$ cat config.mk
export PLATFORM = sky130hd
export DESIGN_NAME = wb_retire_queue
export DESIGN_NICKNAME = d
export VERILOG_FILES = /design/src/rtl/wb_retire_queue.sv
export SDC_FILE = /design/constraint.sdc
export NUM_CORES = 1
export LEC_CHECK = 0
export BUFFER_PORTS_ARGS = -buffer_cell sky130_fd_sc_hd__buf_4
export CORE_MARGIN = 2
export CORE_UTILIZATION = 51
export CTS_CLUSTER_DIAMETER = 50
export CTS_CLUSTER_SIZE = 40
export DETAILED_ROUTE_END_ITERATION = 12
export GPL_TIMING_DRIVEN = 0
export PLACE_DENSITY = 0.76
export SYNTH_ARGS = -nofsm -noshare
export SYNTH_HDL_FRONTEND = slang
export SYNTH_SLANG_ARGS = --single-unit
export TNS_END_PERCENT = 30
$ cat constraint.sdc
create_clock -name clk -period 3.2 [get_ports clk]
set_input_delay 0.32 -clock clk [delete_from_list [all_inputs] [get_ports clk]]
set_output_delay 0.32 -clock clk [all_outputs]
set_load 0.01 [all_outputs]
$ cat src/rtl/wb_retire_queue.sv
// Writeback retire queue: buffers MEM-stage results in a small circular FIFO
// and drains them in order through a regfile write port that may stall.
module wb_retire_queue #(
    parameter int XLEN       = 32,
    parameter int REG_ADDR_W = 5,
    parameter int DEPTH      = 4,
    parameter int CNT_W      = 32
) (
    input  logic                              clk,
    input  logic                              resetn,
    input  logic                              mem2wb_valid_i,
    input  logic [REG_ADDR_W+1+2*XLEN-1:0]    mem2wb_bus_i,
    output logic                              wb_allowin_o,
    input  logic                              flush_i,
    input  logic                              rf_ready_i,
    output logic                              rf_we_o,
    output logic [REG_ADDR_W-1:0]             rf_wdest_o,
    output logic [XLEN-1:0]                   rf_wdata_o,
    output logic [DEPTH*REG_ADDR_W-1:0]       ctl_wb_dest_o,
    output logic                              ctl_wb_busy_o,
    output logic [XLEN-1:0]                   debug_wb_pc_o,
    output logic [CNT_W-1:0]                  retire_cnt_o
);

    localparam int PTR_W = $clog2(DEPTH);
    localparam int OCC_W = PTR_W + 1;
    localparam logic [OCC_W-1:0] FULL_OCC = OCC_W'(DEPTH);

    logic [PTR_W-1:0]      head_ptr;
    logic [PTR_W-1:0]      tail_ptr;
    logic [OCC_W-1:0]      occ;
    logic [DEPTH-1:0]      slot_vld;
    logic [DEPTH-1:0]      slot_we;
    logic [REG_ADDR_W-1:0] slot_wdest  [DEPTH];
    logic [XLEN-1:0]       slot_result [DEPTH];
    logic [XLEN-1:0]       slot_pc     [DEPTH];
    logic [CNT_W-1:0]      retire_cnt;

    logic [REG_ADDR_W-1:0] in_wdest;
    logic                  in_we;
    logic [XLEN-1:0]       in_result;
    logic [XLEN-1:0]       in_pc;

    logic                  head_vld;
    logic                  head_we;
    logic [REG_ADDR_W-1:0] head_wdest;
    logic                  push;
    logic                  retire;

    assign in_pc     = mem2wb_bus_i[XLEN-1:0];
    assign in_result = mem2wb_bus_i[2*XLEN-1:XLEN];
    assign in_we     = mem2wb_bus_i[2*XLEN];
    assign in_wdest  = mem2wb_bus_i[2*XLEN+1 +: REG_ADDR_W];

    // Head qualification is masked by resetn so nothing leaks out while reset is held.
    assign head_vld   = resetn & (occ != '0);
    assign head_we    = slot_we[head_ptr];
    assign head_wdest = slot_wdest[head_ptr];

    assign wb_allowin_o = ((occ != FULL_OCC) | ~resetn) & ~flush_i;
    assign push         = mem2wb_valid_i & wb_allowin_o;
    assign retire       = head_vld & ~flush_i & (~head_we | rf_ready_i);

    assign rf_we_o       = retire & head_we & (head_wdest != '0);
    assign rf_wdest_o    = head_vld ? head_wdest : '0;
    assign rf_wdata_o    = head_vld ? slot_result[head_ptr] : '0;
    assign debug_wb_pc_o = head_vld ? slot_pc[head_ptr] : '0;
    assign ctl_wb_busy_o = head_vld;
    assign retire_cnt_o  = retire_cnt;

    always_comb begin
        ctl_wb_dest_o = '0;
        for (int i = 0; i < DEPTH; i++) begin
            if (resetn && slot_vld[i] && slot_we[i]) begin
                ctl_wb_dest_o[i*REG_ADDR_W +: REG_ADDR_W] = slot_wdest[i];
            end
        end
    end

    // Control state: pointers, occupancy, slot valids and the retire counter.
    always_ff @(posedge clk) begin
        if (!resetn) begin
            head_ptr   <= '0;
            tail_ptr   <= '0;
            occ        <= '0;
            slot_vld   <= '0;
            retire_cnt <= '0;
        end else if (flush_i) begin
            head_ptr <= '0;
            tail_ptr <= '0;
            occ      <= '0;
            slot_vld <= '0;
        end else begin
            if (retire) begin
                head_ptr           <= head_ptr + PTR_W'(1);
                slot_vld[head_ptr] <= 1'b0;
                retire_cnt         <= retire_cnt + CNT_W'(1);
            end
            if (push) begin
                tail_ptr           <= tail_ptr + PTR_W'(1);
                slot_vld[tail_ptr] <= 1'b1;
            end
            case ({push, retire})
                2'b10:   occ <= occ + OCC_W'(1);
                2'b01:   occ <= occ - OCC_W'(1);
                default: occ <= occ;
            endcase
        end
    end

    // Slot payload carries no reset; occupancy is tracked by slot_vld.
    always_ff @(posedge clk) begin
        if (push) begin
            slot_we[tail_ptr]     <= in_we;
            slot_wdest[tail_ptr]  <= in_wdest;
            slot_result[tail_ptr] <= in_result;
            slot_pc[tail_ptr]     <= in_pc;
        end
    end

endmodule

==> metrics.md <==
| Metric | Value |
|---|---|
| Fin util | 67.3% |
| Final hold vios | 0 |
| Clock transition at path regs | 70 ps |
| Global-route usage over all layers | 22.2% |
| XOR/XNOR Fraction of Synth Area | 0.200% |
| IO Port Bufs | 197 |
| Distinct cell type count of the synthesized netlist | 49 |
| Top cells by count, synth | edfxtp_1, and3_1, mux4_2 |
| Antenna violations before repair | 0 |
| Crit Path Max Fanout | 10 |
| Minimum clock period | 3000 ps |
| Combinational family with the most area after synthesis | multiplexers |
| DR vias/cell | 5.71 |
| Pwr/cell area | 529 nW/um2 |
| RSZ-0062 raised after global routing | false |
| Synth Instances | 762 |
| Std-Cell Rows | 58 |
| Ys flop type | edfxtp_1 |
| Pleak | 6.22 nW |
| Final slew viol count | 0 |
| TritonCTS clock tree | yes |
| CTS Buf Count | 31 |
| Grt total ovfl | 0 |
| Max IR drop VDD | 474 uV |
| Share of layout cells above drive strength 1 | 33.2% |
| HPWL after DPL | 18600 um |
| I/O Pins | 199 |
| Initial DRC count | 710 |
| Adder-cell share of the synthesized area | 1.10% |
| Setup Buffers After CTS | 0 |
| Final WL | 29900 um |
| Ys async rst share | 0% |
| Vias in the first global route | 8368 |
| Worst Path Required | 2880 ps |
| TritonRoute pass-1 iters | 5 |
| Post-synth top area cell | edfxtp_1 |
| First-pass GRT wire length | 46200 um |
| Core area | 25300 um2 |
| Worst Hold Class | in -> reg |
| Post-synth EDFFs | 280 |
| Top post-synthesis cells by area | edfxtp_1, mux4_2, dfxtp_1, and3_1, mux2i_1 |
| Slew @ Worst Pin | 784 ps |
| P&R area growth vs syn | 29.0% |
| Mapped cell area | 13200 um2 |
| Vias | 8113 |
| Worst-skew pair later-pin latency | 560 ps |
| Final hold slack | 253 ps |
| R2r setup slk | 430 ps |
| Die width | 165 um |
| Initial core utilization | 52.1% |
| Ant diodes | 0 |
| Non-filler cells, final | 1420 |
| Final setup violation count | 0 |
| Mux contribution to synthesized area | 13.5% |
| Count leader, synth | edfxtp_1 |
| Post-synthesis simple-gate area fraction | 9.40% |
| DRC | 0 |
| WL per Instance | 21.0 um |
| Total power | 8.99 mW |
| H-tree Lvls | 1 |
| Fmax | 0.333 GHz |
| Synthesized area per cell | 17.3 um2 |
| Root buffer cell | clkbuf_16 |
| CTS sink count | 325 |
| Syn nets | 848 |
| Tcrit/Tclk final | 93.9% |
| Status | finished, final reports clean |
| Largest net degree at the start of global routing | 51 |
| CP Data Arrival Time | 2680 ps |
| Rel. slew slack | 47.7% |
| CP endpoint kind | output pin |
| Setup CP Type | reg -> out |
| Compound-gate portion of the synthesized area | 2.84% |
| Ys Warns | 0 |
| Yosys reg bits | 325 |
| CP Launch Type | flop |
| Die Ht | 165 um |
| Layout Skew | 24.7 ps |
| NumNets Final | 1152 |
| Post-Place Cells | 1293 |
| Die ar. | 27100 um2 |
| Clk buf depth | 3 |
| Gp weighted congestion | 0.842 |
| Max Cap Viol | 0 |
| Final ANT Viol Nets | 0 |
| Share of the synthesized area in the top cell type | 63.9% |
| Post-synthesis sequential area ratio | 70.7% |
-- worst max-delay path, stage by stage, from the launching register on --
cell	delay [ps]
dfxtp_1	300
buf_2	220
clkbuf_4	310
buf_2	370
mux4_2	590
and3_1	210
buf_4	140
-- through the flow --
stage	setup slack, ps	TNS, ps	area [um2]
floorplan	196	0	13200
global placement	-1240	-309160	15100
detailed placement	433	0	15200
CTS	17.0	0	17000
global route	27.5	0	17000
finish	197	0	17000
-- final timing paths --
check / from / endpoint / depth (start not counted)
worst max-delay path: flop / rf_wdata_o[6] / 6
worst min-delay path: flush_i / slot_vld[2] / 4
worst max register to register: head_ptr[0] / occ[2] / 10
worst min register to register: retire_cnt_o[14] / retire_cnt_o[14] / 2
-- report_power, final --
part | switching [mW] | internal (mW)
Clock | 1.64 | 2.25
Sequential | 0.0155 | 4.65
Combinational | 0.211 | 0.224
Total | 1.87 | 7.12
-- state kept, by name, indices dropped and copies added, names as in the netlist, named ones only --
signal / cells
occ: 3
slot_vld: 4
slot_wdest: 20
slot_we: 4
head_ptr: 2
retire_cnt_o: 32
slot_result: 128
tail_ptr: 2
slot_pc: 128
-- cell type report --
class | count | area, um2
multi-input combinational | 367 | 3560
inverter | 20 | 85.1
clock buffer | 33 | 793
buffer | 50 | 246
tap | 330 | 413
clock inverter | 24 | 298
timing repair buffer | 271 | 2290
sequential | 325 | 9310
fill | 1703 | 8260
-- cells by family after synthesis --
| group | count (synthesis) |
|---|---|
| XOR/XNOR | 3 |
| AND/OR/NAND/NOR | 208 |
| AO/OA/AOI/OAI | 56 |
| flip-flops | 325 |
| buffers and inverters | 70 |
| multiplexers | 89 |
| adder cells (fa/ha/maj) | 11 |
-- cells in the final DEF (no fill, tap or decap), types with 10 or more instances in the layout --
master         count
mux2i_1           16
edfxtp_1         280
inv_1             16
and2_1            20
or4_1             15
dfxtp_1           45
and3_1            73
mux4_2            69
ha_1              10
dlygate4sd3_1     70
clkbuf_16         31
nor2_1            10
o31ai_1           15
nor4_1            11
nand3_1           12
buf_4            199
buf_2             13
a21oi_1           21
nand2b_1          13
nand2_1           29
clkbuf_1          26
-- routing by layer --
metal	vias to the layer above	track usage [%]	wire length [um]
li1	3665	-	-
met1	4083	31.3	12600
met2	319	36.4	14700
met3	46	3.99	1990
met4	0	5.38	611
met5	-	0	0
-- timing repair --
action,in CTS,in global routing
resized for setup,6,5
hold endpoints to repair,280,0
hold buffers,70,0
setup endpoints to repair,28,49
(Power assumes the default switching activity.)
